[src/rtl/instr_encoder_loader.sv]
// rtl/instr_encoder_loader.sv - packs decoded RV32I fields into instruction words and streams them into instruction memory
module instr_encoder_loader #(
    parameter logic [31:0] BASE_ADDR = 32'h0000_0000,
    parameter int          DEPTH     = 256
) (
    input  logic                     clk,
    input  logic                     reset_n,
    input  logic                     start,
    input  logic                     finish,
    input  logic                     in_valid,
    output logic                     in_ready,
    input  logic [4:0]               in_opcode,
    input  logic [4:0]               in_rd,
    input  logic [4:0]               in_rs1,
    input  logic [4:0]               in_rs2,
    input  logic [2:0]               in_funct3,
    input  logic                     in_alt,
    input  logic [31:0]              in_imm,
    output logic                     imem_we,
    output logic [31:0]              imem_addr,
    output logic [31:0]              imem_wdata,
    input  logic                     imem_ready,
    output logic                     busy,
    output logic                     done,
    output logic                     err,
    output logic [$clog2(DEPTH):0]   count
);
    localparam int CW = $clog2(DEPTH) + 1;

    typedef enum logic [1:0] {IDLE, LOAD, DRAIN, DONE} state_t;

    state_t        state;
    logic [CW-1:0] accepted;
    logic [31:0]   enc_word;
    logic          enc_bad;
    logic [6:0]    op7;
    logic          fits_i;
    logic          fits_b;
    logic          fits_j;
    logic          accept;
    logic          wr_done;

    assign op7    = {in_opcode, 2'b11};
    assign fits_i = in_imm[31:11] == {21{in_imm[31]}};
    assign fits_b = in_imm[31:12] == {20{in_imm[31]}};
    assign fits_j = in_imm[31:20] == {12{in_imm[31]}};

    // Unknown opcodes fall through to a NOP and are flagged.
    always_comb begin
        enc_word = 32'h0000_0013;
        enc_bad  = 1'b1;
        case (in_opcode)
            5'b01100: begin
                enc_word = {1'b0, in_alt, 5'b0, in_rs2, in_rs1, in_funct3, in_rd, op7};
                enc_bad  = 1'b0;
            end
            5'b00100, 5'b00000, 5'b11001: begin
                if (in_opcode == 5'b00100 && in_funct3[1:0] == 2'b01) begin
                    enc_word = {1'b0, in_alt, 5'b0, in_imm[4:0], in_rs1, in_funct3, in_rd, op7};
                    enc_bad  = |in_imm[31:5];
                end else begin
                    enc_word = {in_imm[11:0], in_rs1, in_funct3, in_rd, op7};
                    enc_bad  = !fits_i;
                end
            end
            5'b01000: begin
                enc_word = {in_imm[11:5], in_rs2, in_rs1, in_funct3, in_imm[4:0], op7};
                enc_bad  = !fits_i;
            end
            5'b11000: begin
                enc_word = {in_imm[12], in_imm[10:5], in_rs2, in_rs1, in_funct3,
                            in_imm[4:1], in_imm[11], op7};
                enc_bad  = !fits_b || in_imm[0];
            end
            5'b01101, 5'b00101: begin
                enc_word = {in_imm[31:12], in_rd, op7};
                enc_bad  = |in_imm[11:0];
            end
            5'b11011: begin
                enc_word = {in_imm[20], in_imm[10:1], in_imm[11], in_imm[19:12], in_rd, op7};
                enc_bad  = !fits_j || in_imm[0];
            end
            default: begin
                enc_word = 32'h0000_0013;
                enc_bad  = 1'b1;
            end
        endcase
    end

    // The single output register may be refilled on the same edge it drains.
    assign in_ready = (state == LOAD) && (accepted < CW'(DEPTH)) && (!imem_we || imem_ready);
    assign accept   = in_valid && in_ready;
    assign wr_done  = imem_we && imem_ready;

    always_ff @(posedge clk or negedge reset_n) begin
        if (!reset_n) begin
            state      <= IDLE;
            imem_we    <= 1'b0;
            imem_addr  <= BASE_ADDR;
            imem_wdata <= 32'h0;
            busy       <= 1'b0;
            done       <= 1'b0;
            err        <= 1'b0;
            count      <= '0;
            accepted   <= '0;
        end else begin
            if (wr_done) begin
                imem_addr <= imem_addr + 32'd4;
                count     <= count + 1'b1;
            end
            if (accept) begin
                imem_we    <= 1'b1;
                imem_wdata <= enc_word;
                accepted   <= accepted + 1'b1;
                if (enc_bad) begin
                    err <= 1'b1;
                end
            end else if (wr_done) begin
                imem_we <= 1'b0;
            end
            case (state)
                IDLE, DONE: begin
                    if (start) begin
                        state     <= LOAD;
                        busy      <= 1'b1;
                        done      <= 1'b0;
                        err       <= 1'b0;
                        count     <= '0;
                        accepted  <= '0;
                        imem_addr <= BASE_ADDR;
                    end
                end
                LOAD: begin
                    if (finish || (accept && accepted == CW'(DEPTH - 1))) begin
                        state <= DRAIN;
                    end
                end
                DRAIN: begin
                    if (!imem_we || imem_ready) begin
                        state <= DONE;
                        busy  <= 1'b0;
                        done  <= 1'b1;
                    end
                end
                default: state <= IDLE;
            endcase
        end
    end
endmodule

[config.mk]
export PLATFORM = sky130hd
export DESIGN_NAME = instr_encoder_loader
export DESIGN_NICKNAME = d
export VERILOG_FILES = /design/src/rtl/instr_encoder_loader.sv
export SDC_FILE = /design/constraint.sdc
export NUM_CORES = 1
export LEC_CHECK = 0
export ABC_CLOCK_PERIOD_IN_PS = 5000
export BUFFER_PORTS_ARGS = -buffer_cell sky130_fd_sc_hd__buf_2
export CAP_MARGIN = 0
export CORE_MARGIN = 10
export CORE_UTILIZATION = 45
export DETAILED_ROUTE_END_ITERATION = 10
export GPL_TIMING_DRIVEN = 0
export PLACE_DENSITY = 0.72
export SLEW_MARGIN = 20
export SYNTH_ARGS = -nofsm -noshare
export SYNTH_HDL_FRONTEND = slang
export SYNTH_SLANG_ARGS = --single-unit
[constraint.sdc]
create_clock -name clk -period 5 [get_ports clk]
set_input_delay 1 -clock clk [delete_from_list [all_inputs] [get_ports clk]]
set_output_delay 1 -clock clk [all_outputs]
set_load 0.1 [all_outputs]
# Word-level counts from Yosys, hierarchy flattened
# Index checks and enable logic that the tools add are counted.
# totals
reg_bits	88
input_bits	62
out_inout_bits	78
# classes
magnitude_cmp	1
n_eq_ne	19
mux	29
add_sub_neg	3
n_reduce_logical	25
# ops
operator	n
$pmux 32 s6	1
$mux 32	4
$mux 9	6
$add 32x3->32 const B	1
$reduce_or 27->1	1
$eq 20x20->1	1
$eq 19x19->1	1
$add 9x1->9 const B	2
$eq 5x4->1 const B	3
$eq 5x5->1 const B	3
$reduce_or 12->1	1
$eq 11x11->1	1
$mux 1	11
$eq 5x3->1 const B	2
$eq 9x8->1 const B	1
$lt 9x9->1 const B	1
$logic_and 1x1->1	6
$mux 2	3
$pmux 1 s6	1
$pmux 2 s3	1
$reduce_and 3->1	2
$logic_not 5->1	1
$eq 2x1->1 const B	2
$eq 2x2->1 const B	2
9 further kinds	19

# Longest topological paths before layout
# logic_depth
depth_word	8
depth_mapped	9
ltp_nobuf	9

# Least setup slack after synthesis
# OpenSTA, ideal clock, no wires.
# synth_timing
path_kind	in2out
from	input port imem_ready
to	output port in_ready
t_arrival_ns	1.987
cell_stages	2
path_slack_ns	2.013
cell_sequence	nand2b_1 > and3_1
# synth_between
elab_chain_cells	2
# synth_rtl
item	line_no	rtl
start: declaration	22	input logic imem_ready,
$logic_or 1x1->1	91	assign in_ready = (state == LOAD) && (accepted < CW'(DEPTH)) && (!imem_we || imem_ready);
$logic_and 1x1->1	91	
end: declaration	11	output logic in_ready,
# Every way passes these cells.

# Worst setup path in the final report
# Ends and elaborated chain as after synthesis.

==> summary.txt <==
top cells by area in the synthesized netlist: dfrtp_1 (48%), nor2_1 (5.8%), xor2_1 (5.1%), nand2_1 (4.7%), o21ai_0 (4.1%)
height of the chip: 119 um
IO buf count: 134
Area Overhead vs Synth: 23.7%
fill cell count: 921
Top FF cell, synth: dfrtp_1
Worst-path clk slew: 80 ps
worst-margin pin slew: 1110 ps
CP Cell Sequence: buf_2, nand2b_1, and3_1, buf_2
Syn Inst Count: 484
Syn. warnings: 0
Overall Global Routing Usage: 0.186
crit start category: primary input
dpl cells: 753
R2R Setup Slk: 2840 ps
initial antenna violation count: 0
pre-CTS setup slack: 2010 ps
RSZ-0062 raised after global routing: no
Wirelength per Cell: 17.3 um
P_leak: 2.66 nW
slowest stage delay, CP: 430 ps
Pwr Density: 479 nW/um^2
ANT cells: 0
CTS sink cnt: 85
synthesis-stage register bit count: 85
Post-CTS Resized: 0
clock buffer depth: 2
die width: 119 um
HP Class: reg -> reg
status: complete, no violations
final cell count without fillers: 768
Routed Antenna Nets: 0
DRC viols: 0
layout cells sized above 1: 0.258
Critical Path Sink Type: output port
std cell rows: 36
pin count of the biggest net entering global routing: 54
die area: 14,200 sq um
Initial DRC Count: 288
CTS tree: built
Overflow after GRT: 0
number of synthesized flops with an enable pin: 0
synthesized cell area: 4440 sq um
Fmax: 335 MHz
Max Clock Skew: 8.93 ps
setup TNS: 0 ps
first-pass GRT wire length: 22.0 mm
DR pass1 iterations: 6
vias: 4,250
cell taking the most area after synthesis: dfrtp_1
clk_lat worst skew: 360 ps
Util after Layout: 0.567
Final Cycle Share: 0.598
Max-Cap Viols: 0
CTS root buffer: clkbuf_8
top-level I/O count: 140
Synth cell types: 52
Worst Path Required: 4000 ps
Max FO, Critical Path: 6
slowest library cell on the worst path: buf_2
Post-synth top cells: dfrtp_1 (85), nor2_1 (69), nand2_1 (55)
relative slew slack: 0.259
vias in the first global route: 4,432
Fin. Hold Viols: 0
cts hold-fix bufs: 0
WS Path Type: in -> out
share of the synthesized area in the top cell type: 0.479
vias per cell: 5.53
final wirelength: 13.3 mm
Final Max Slew Viols: 0
postcts setup bufs: 0
Seq/Total Area, Yosys: 0.479
fin crit period: 2990 ps
initial core utilization: 0.458
hpwl dp: 10.4 mm
Synth async-reset ratio: 1.00
final net count: 700
final RePlAce weighted congestion: 0.950
Max H-tree Level: 3
count leader, synth: dfrtp_1
Crit path top cell by count: buf_2
critical path arrival: 1990 ps
CTS Buf Count: 9
core area: 9680 sq um
setup violators final: 0
worst setup margin: 2010 ps
Max VDD drop: 0.000474 V
Synth Area per Inst: 9.17 sq um
[power breakdown]
part | internal, mW | switching (mW) | leakage (nW)
logic | 0.219 | 1.05 | 1.43
registers | 0.793 | 0.0820 | 1.14
clock network | 0.228 | 0.256 | 0.0854
[worst max-delay path: cells and delay by family]
kind                   cells  cell delay (ps)
AND/OR/NAND/NOR            2              450
buffers and inverters      2              530
[area by class of cell]
cell class,count,area [sq um],share of cell area
Timing Repair Buffer,135,693,0.126
Sequential cell,85,2130,0.388
Inverter,11,41.3,0.00752
Buffer,26,134,0.0244
Clock inverter,4,50.0,0.00912
Clock buffer,11,131,0.0239
Tap cell,133,166,0.0303
Multi-Input combinational cell,363,2140,0.391
[through the flow]
step | instance area, sq um | hold WS, ps | power [mW]
5_1_grt | 5490 | 513 | 2.76
6_report | 5490 | 482 | 2.63
4_1_cts | 5480 | 485 | 2.65
3_3_place_gp | 5280 | 460 | 2.14
3_5_place_dp | 5300 | 467 | 2.17
2_1_floorplan | 4440 | 466 | 1.88
[state kept, by name (all words and copies together), names as in the netlist]
register,cells
state,2
count,9
imem_we,1
imem_wdata,31
accepted,9
imem_addr,30
err,1
busy,1
done,1
[metal layers]
layer,track usage,routed length (um),up-vias
met5,0,0,-
met4,0.0679,217,0
met3,0.0671,1320,19
met2,0.296,6110,190
met1,0.227,5610,2026
li1,-,-,2015
[placed cells by master, fill, tap and decap left out, types with 8 or more instances in the layout]
| cell | instances |
|---|---|
| nor3_1 | 11 |
| clkbuf_8 | 9 |
| o21ai_0 | 36 |
| dfrtp_1 | 85 |
| and4_1 | 8 |
| buf_2 | 137 |
| nand4_1 | 17 |
| and3_1 | 8 |
| nand3_1 | 19 |
| xor2_1 | 26 |
| a21oi_1 | 15 |
| inv_1 | 11 |
| a221oi_1 | 10 |
| or3_1 | 8 |
| xnor2_1 | 11 |
| nor2_1 | 69 |
| nand2_1 | 55 |
| clkbuf_1 | 16 |
| a22oi_1 | 11 |
[cells by family (layout without fill, tap and decap cells)]
family / Yosys count / after routing / synth area share
compound gates: 97 / 97 / 0.144
flops: 85 / 85 / 0.479
xor+xnor: 37 / 37 / 0.0730
simple gates: 214 / 214 / 0.230
other cells: 1 / 2 / 0.000845
mux: 6 / 6 / 0.0141
fa+ha+maj: 7 / 7 / 0.0197
buf+inv: 37 / 187 / 0.0395
[path summary, 6_finish.rpt]
| path | startpoint | endpoint | depth (start not counted) |
|---|---|---|---|
| max in group asynchronous | reset_n | busy | 2 |
| min in group asynchronous | reset_n | imem_addr[13] | 1 |
| setup / recovery | imem_ready | in_ready | 4 |
| setup reg to reg | imem_we | imem_wdata[5] | 7 |
| hold reg to reg | imem_wdata[25] | imem_wdata[25] | 2 |
| hold / removal | imem_wdata[25] | imem_wdata[25] | 2 |
Note: power is estimated with default switching activity, not from simulation.
